===== config.mk =====
export PLATFORM = sky130hd
export DESIGN_NAME = program_loader
export DESIGN_NICKNAME = d
export VERILOG_FILES = /design/src/rtl/program_loader.sv
export SDC_FILE = /design/constraint.sdc
export NUM_CORES = 1
export LEC_CHECK = 0
export ABC_AREA = 1
export BUFFER_PORTS_ARGS = -buffer_cell sky130_fd_sc_hd__buf_4
export CAP_MARGIN = 25
export CORE_ASPECT_RATIO = 0.8
export CORE_MARGIN = 3
export CORE_UTILIZATION = 60
export CTS_CLUSTER_SIZE = 12
export DETAILED_ROUTE_END_ITERATION = 10
export PLACE_DENSITY = 0.88
export SLEW_MARGIN = 10
export SYNTH_ARGS = -nofsm -noshare
export SYNTH_HDL_FRONTEND = slang
export SYNTH_SLANG_ARGS = --single-unit

===== constraint.sdc =====
create_clock -name Clock -period 3.6 [get_ports Clock]
set_input_delay 0.54 -clock Clock [delete_from_list [all_inputs] [get_ports Clock]]
set_output_delay 0.54 -clock Clock [all_outputs]
set_load 0.05 [all_outputs]

===== src/rtl/program_loader.sv =====
// Frames a host byte stream into 28-bit MiniAlu instructions and writes them
// into instruction RAM, holding the CPU in reset until the load completes.
module program_loader #(
    parameter int ADDR_WIDTH = 16,
    parameter int DEPTH      = 256
) (
    input  logic                  Clock,
    input  logic                  Reset,
    input  logic                  iStart,
    input  logic [7:0]            iByte,
    input  logic                  iByteValid,
    output logic                  oByteReady,
    output logic                  oWriteEnable,
    output logic [ADDR_WIDTH-1:0] oWriteAddress,
    output logic [27:0]           oInstruction,
    output logic                  oCpuHold,
    output logic                  oDone,
    output logic                  oError,
    output logic [15:0]           oWordCount
);

    localparam logic [2:0] IDLE    = 3'd0;
    localparam logic [2:0] LEN_HI  = 3'd1;
    localparam logic [2:0] LEN_LO  = 3'd2;
    localparam logic [2:0] COLLECT = 3'd3;
    localparam logic [2:0] WRITE   = 3'd4;
    localparam logic [2:0] CHECK   = 3'd5;
    localparam logic [2:0] DONE    = 3'd6;

    logic [2:0]            state;
    logic [7:0]            lenHi;
    logic [15:0]           frameLen;
    logic [1:0]            byteIdx;
    logic [15:0]           wordIdx;
    logic [7:0]            xorAcc;
    logic                  errFlag;
    logic [19:0]           asmReg;
    logic [ADDR_WIDTH-1:0] writeAddr;
    logic [27:0]           instr;

    logic        accept;
    logic [15:0] lenNext;
    logic [15:0] wordNext;
    logic        tooLong;

    assign accept   = iByteValid && oByteReady;
    assign lenNext  = {lenHi, iByte};
    assign wordNext = wordIdx + 16'd1;
    assign tooLong  = {1'b0, lenNext} > 17'(DEPTH);

    always_ff @(posedge Clock) begin
        if (!Reset) begin
            state     <= IDLE;
            lenHi     <= 8'h00;
            frameLen  <= 16'h0000;
            byteIdx   <= 2'd0;
            wordIdx   <= 16'h0000;
            xorAcc    <= 8'h00;
            errFlag   <= 1'b0;
            asmReg    <= 20'h00000;
            writeAddr <= '0;
            instr     <= 28'h0000000;
        end else begin
            case (state)
                IDLE, DONE: begin
                    if (iStart) begin
                        state   <= LEN_HI;
                        wordIdx <= 16'h0000;
                        errFlag <= 1'b0;
                        xorAcc  <= 8'h00;
                    end
                end
                LEN_HI: begin
                    if (accept) begin
                        lenHi  <= iByte;
                        xorAcc <= xorAcc ^ iByte;
                        state  <= LEN_LO;
                    end
                end
                LEN_LO: begin
                    if (accept) begin
                        frameLen <= lenNext;
                        xorAcc   <= xorAcc ^ iByte;
                        byteIdx  <= 2'd0;
                        if (lenNext == 16'h0000) begin
                            state <= CHECK;
                        end else if (tooLong) begin
                            errFlag <= 1'b1;
                            state   <= DONE;
                        end else begin
                            state <= COLLECT;
                        end
                    end
                end
                COLLECT: begin
                    if (accept) begin
                        xorAcc  <= xorAcc ^ iByte;
                        byteIdx <= byteIdx + 2'd1;
                        case (byteIdx)
                            2'd0: begin
                                asmReg <= {16'h0000, iByte[3:0]};
                                if (iByte[7:4] != 4'h0) begin
                                    errFlag <= 1'b1;
                                end
                            end
                            2'd1, 2'd2: begin
                                asmReg <= {asmReg[11:0], iByte};
                            end
                            default: begin
                                // Latch the word here so it is stable for all of WRITE.
                                instr     <= {asmReg, iByte};
                                writeAddr <= ADDR_WIDTH'(wordIdx);
                                state     <= WRITE;
                            end
                        endcase
                    end
                end
                WRITE: begin
                    wordIdx <= wordNext;
                    byteIdx <= 2'd0;
                    if (wordNext == frameLen) begin
                        state <= CHECK;
                    end else begin
                        state <= COLLECT;
                    end
                end
                CHECK: begin
                    if (accept) begin
                        if (iByte != xorAcc) begin
                            errFlag <= 1'b1;
                        end
                        state <= DONE;
                    end
                end
                default: begin
                    state <= IDLE;
                end
            endcase
        end
    end

    always_comb begin
        oByteReady = 1'b0;
        oCpuHold   = 1'b0;
        case (state)
            LEN_HI, LEN_LO, COLLECT, CHECK: begin
                oByteReady = 1'b1;
                oCpuHold   = 1'b1;
            end
            WRITE: begin
                oCpuHold = 1'b1;
            end
            default: begin
                oByteReady = 1'b0;
                oCpuHold   = 1'b0;
            end
        endcase
    end

    assign oWriteEnable  = (state == WRITE);
    assign oDone         = (state == DONE);
    assign oError        = oDone && errFlag;
    assign oWordCount    = wordIdx;
    assign oWriteAddress = writeAddr;
    assign oInstruction  = instr;

endmodule


==> flow_summary.ini <==
[power]
p_leak_nw = 2.92
power_mw = 4.10
power-per-cell-area_nw_per_um2 = 621
irDropWorstVdd_mv = 0.463

[timing]
finalSetupTns_ns = 0
setup_viol = 0
timing.slew.headroom_pct = 47.7
maxSlewViolCount = 0
whs_ns = 0.336
finalHoldViolations = 0
finalCritPeriodShare_pct = 71.2
clock_skew_ns = 0.0103
worstMarginPinSlew_ns = 0.784
rsz0062_at_grt = no
fmax_mhz = 390
fin_crit_ns = 2.56

[critical_path]
r2r_end = asmReg[4]
cp-start-kind = register
rr_worst_depth = 9
cp_data_arrival_time_ns = 2.02
worst_path_most_repeated_cell = buf_4
crit_required_ns = 3.06
r2r-start = state[2]
crit_fanout = 20
critPathMaxStageDelay_ns = 0.48
critical_path_class = register to output port
cpLargestDelayFamily = buffers and inverters
timing.critical_path.slowest_stage_cell = dfxtp_1
crit_cells = 6
end_kind = output port
rrSetupSlack_ns = 1.38
worstPathCellList = inv_2, nor2_1, buf_4, inv_1, nand3_1, buf_4
crit_buf_inv = 4

[clock_tree]
clk_pin_slew_ns = 0.06
cts_root_buf = clkbuf_8
cts_resized = 0
clkLatencyLatePin_ns = 0.53
cts_tree = yes
ctsHoldBuffers = 0
cts_buffers = 17
post-cts-setup-buffer-count = 0
cts.path.max_buffers = 2
htree_levels = 4
cts.sinks = 118

[yosys]
synthTopCellsByCount = nand2_1 (138), dfxtp_1 (118), nor2_1 (94), a21oi_1 (87), o21ai_0 (82)
synthCells = 756
synthDistinctLibCells = 31
synth-main-ff-cell = dfxtp_1
synth_top_area_share_pct = 43.9
synth_largest_area_cell = dfxtp_1
yosysMostFrequentCell = nand2_1
yosys_register_bits = 118
syn_avg_cell_area_um2 = 7.12
syn_nets = 773
yosys_warnings = 0
synthTopCellsByArea = dfxtp_1 (44%), nand2_1 (9.6%), a21oi_1 (8.1%)
yosysSeqAreaShare_pct = 43.9
synth-edff-count = 0
synthArstFlopShare_pct = 0
syn_area_um2 = 5380

[placement]
numPortBuffers = 76
finalWeightedCongestion = 0.976
post-dp-hpwl_um = 10300
dp.cells = 915

[routing]
via_per_inst = 5.93
num_vias = 5617
wl_per_cell_um = 16.4
ant_nets = 0
wl_um = 15600
drtIter0Drc = 695
drt_pass1_iterations = 7
drc = 0

[status]
outcome = completed

[cells_and_area]
final_net_count = 839
fillers = 598
diodes = 0
layout-drive-gt1-share_pct = 18.0
final_cells = 947
utilization_pct = 76.8
area_growth_pct = 22.7

[floorplan]
dieArea_um2 = 10200
rows = 30
die_y_um = 90.7
io_pins = 77
start_util_pct = 62.6
core_um2 = 8600
die_x_um = 112

[global_routing]
track_usage_pct = 30.4
antenna_found_initial = 0
grt_max_degree = 83
grt_pass1_vias = 5152
gr-total-overflow = 0
grt_first_pass_wirelength_um = 25000

[min_path]
holdCritStartpoint = iByte[7]
hold_depth = 3
min_to = asmReg[7]
hp-class = input port to register

[flow_run]
drv_cap = 0
## placed cells by master (no fill, tap or decap)
cell,n
xnor2_1,7
xor2_1,2
nand3_2,3
clkinvlp_4,4
nand3_1,57
bufinv_16,4
dfxtp_1,118
clkbuf_16,16
o21ai_0,82
nand2_2,9
a211oi_1,2
ha_1,5
o21bai_2,1
nor3_1,4
or2_2,1
nand3b_1,5
o211a_1,6
buf_4,80
nand3b_2,1
nor2_2,6
o21ai_2,2
inv_6,1
a21oi_2,3
nor2_4,5
clkbuf_8,2
clkbuf_1,1
a31oi_1,1
a221oi_1,1
o21ai_1,3
a21oi_1,87
nand4_1,13
clkinv_2,4
clkinv_1,1
inv_1,58
nand2_1,138
nor2_1,94
inv_2,8
## cell type report
| class | count | area (um2) | area share, % |
|---|---|---|---|
| clock buffer | 19 | 432 | 6.54 |
| sequential | 118 | 2360 | 35.8 |
| timing repair buffer | 80 | 601 | 9.09 |
| tap | 112 | 140 | 2.12 |
| multi-input combinational | 538 | 2640 | 40.0 |
| inverter | 67 | 251 | 3.81 |
| clock inverter | 13 | 179 | 2.71 |
## routing by layer
metal / vias to the layer above / part of all wire (%) / global-route usage, %
met2: 323 / 45 / 46.7
met3: 46 / 11 / 9.44
met5: - / 0 / 0
met4: 0 / 2.4 / 12.3
met1: 2613 / 41 / 39.9
li1: 2635 / - / -
## worst register-to-register path: cells and delay by family (launching register included)
family | cells | cell delay [ns]
AND/OR/NAND/NOR | 4 | 0.59
buffers and inverters | 4 | 0.99
AO/OA/AOI/OAI | 1 | 0.10
flip-flops | 1 | 0.39
## logic make-up (layout without fill, tap and decap cells)
| group | count (synthesis) | count (layout) | synth area share, % |
|---|---|---|---|
| AO/OA/AOI/OAI | 188 | 188 | 18.7 |
| XOR/XNOR | 9 | 9 | 1.46 |
| adder cells (fa/ha/maj) | 5 | 5 | 1.16 |
| buffers and inverters | 100 | 179 | 7.16 |
| flip-flops | 118 | 118 | 43.9 |
| AND/OR/NAND/NOR | 336 | 336 | 27.6 |
## state kept, by name, indices dropped and copies added (netlist names), 2 cells and up
register,cells
asmReg,20
byteIdx,2
state,3
frameLen,16
oInstruction,28
oWriteAddress,16
xorAcc,8
lenHi,8
oWordCount,16
## worst max-delay path by stage
stage,start,to,slack (ns)
6_report,state[2],oCpuHold,1.04
5_1_grt,state[2],oCpuHold,0.94
4_1_cts,state[2],oCpuHold,1.06
3_5_place_dp,state[2],oInstruction[2],1.49
3_3_place_gp,state[2],asmReg[17],1.56
2_1_floorplan,oWordCount[1],state[2],1.42
## metrics by stage
stage	setup slack, ns	area (um2)
finish	1.04	6610
global placement	1.56	5990
detailed placement	1.49	5990
global route	0.942	6610
floorplan	1.42	5380
CTS	1.06	6610
## report_power, final
group          leakage [nW]  switching (mW)  internal (mW)
clock network         0.290           0.617           1.14
logic                  1.68           0.581          0.269
registers             0.954          0.0823           1.41
(Power assumes the default switching activity.)
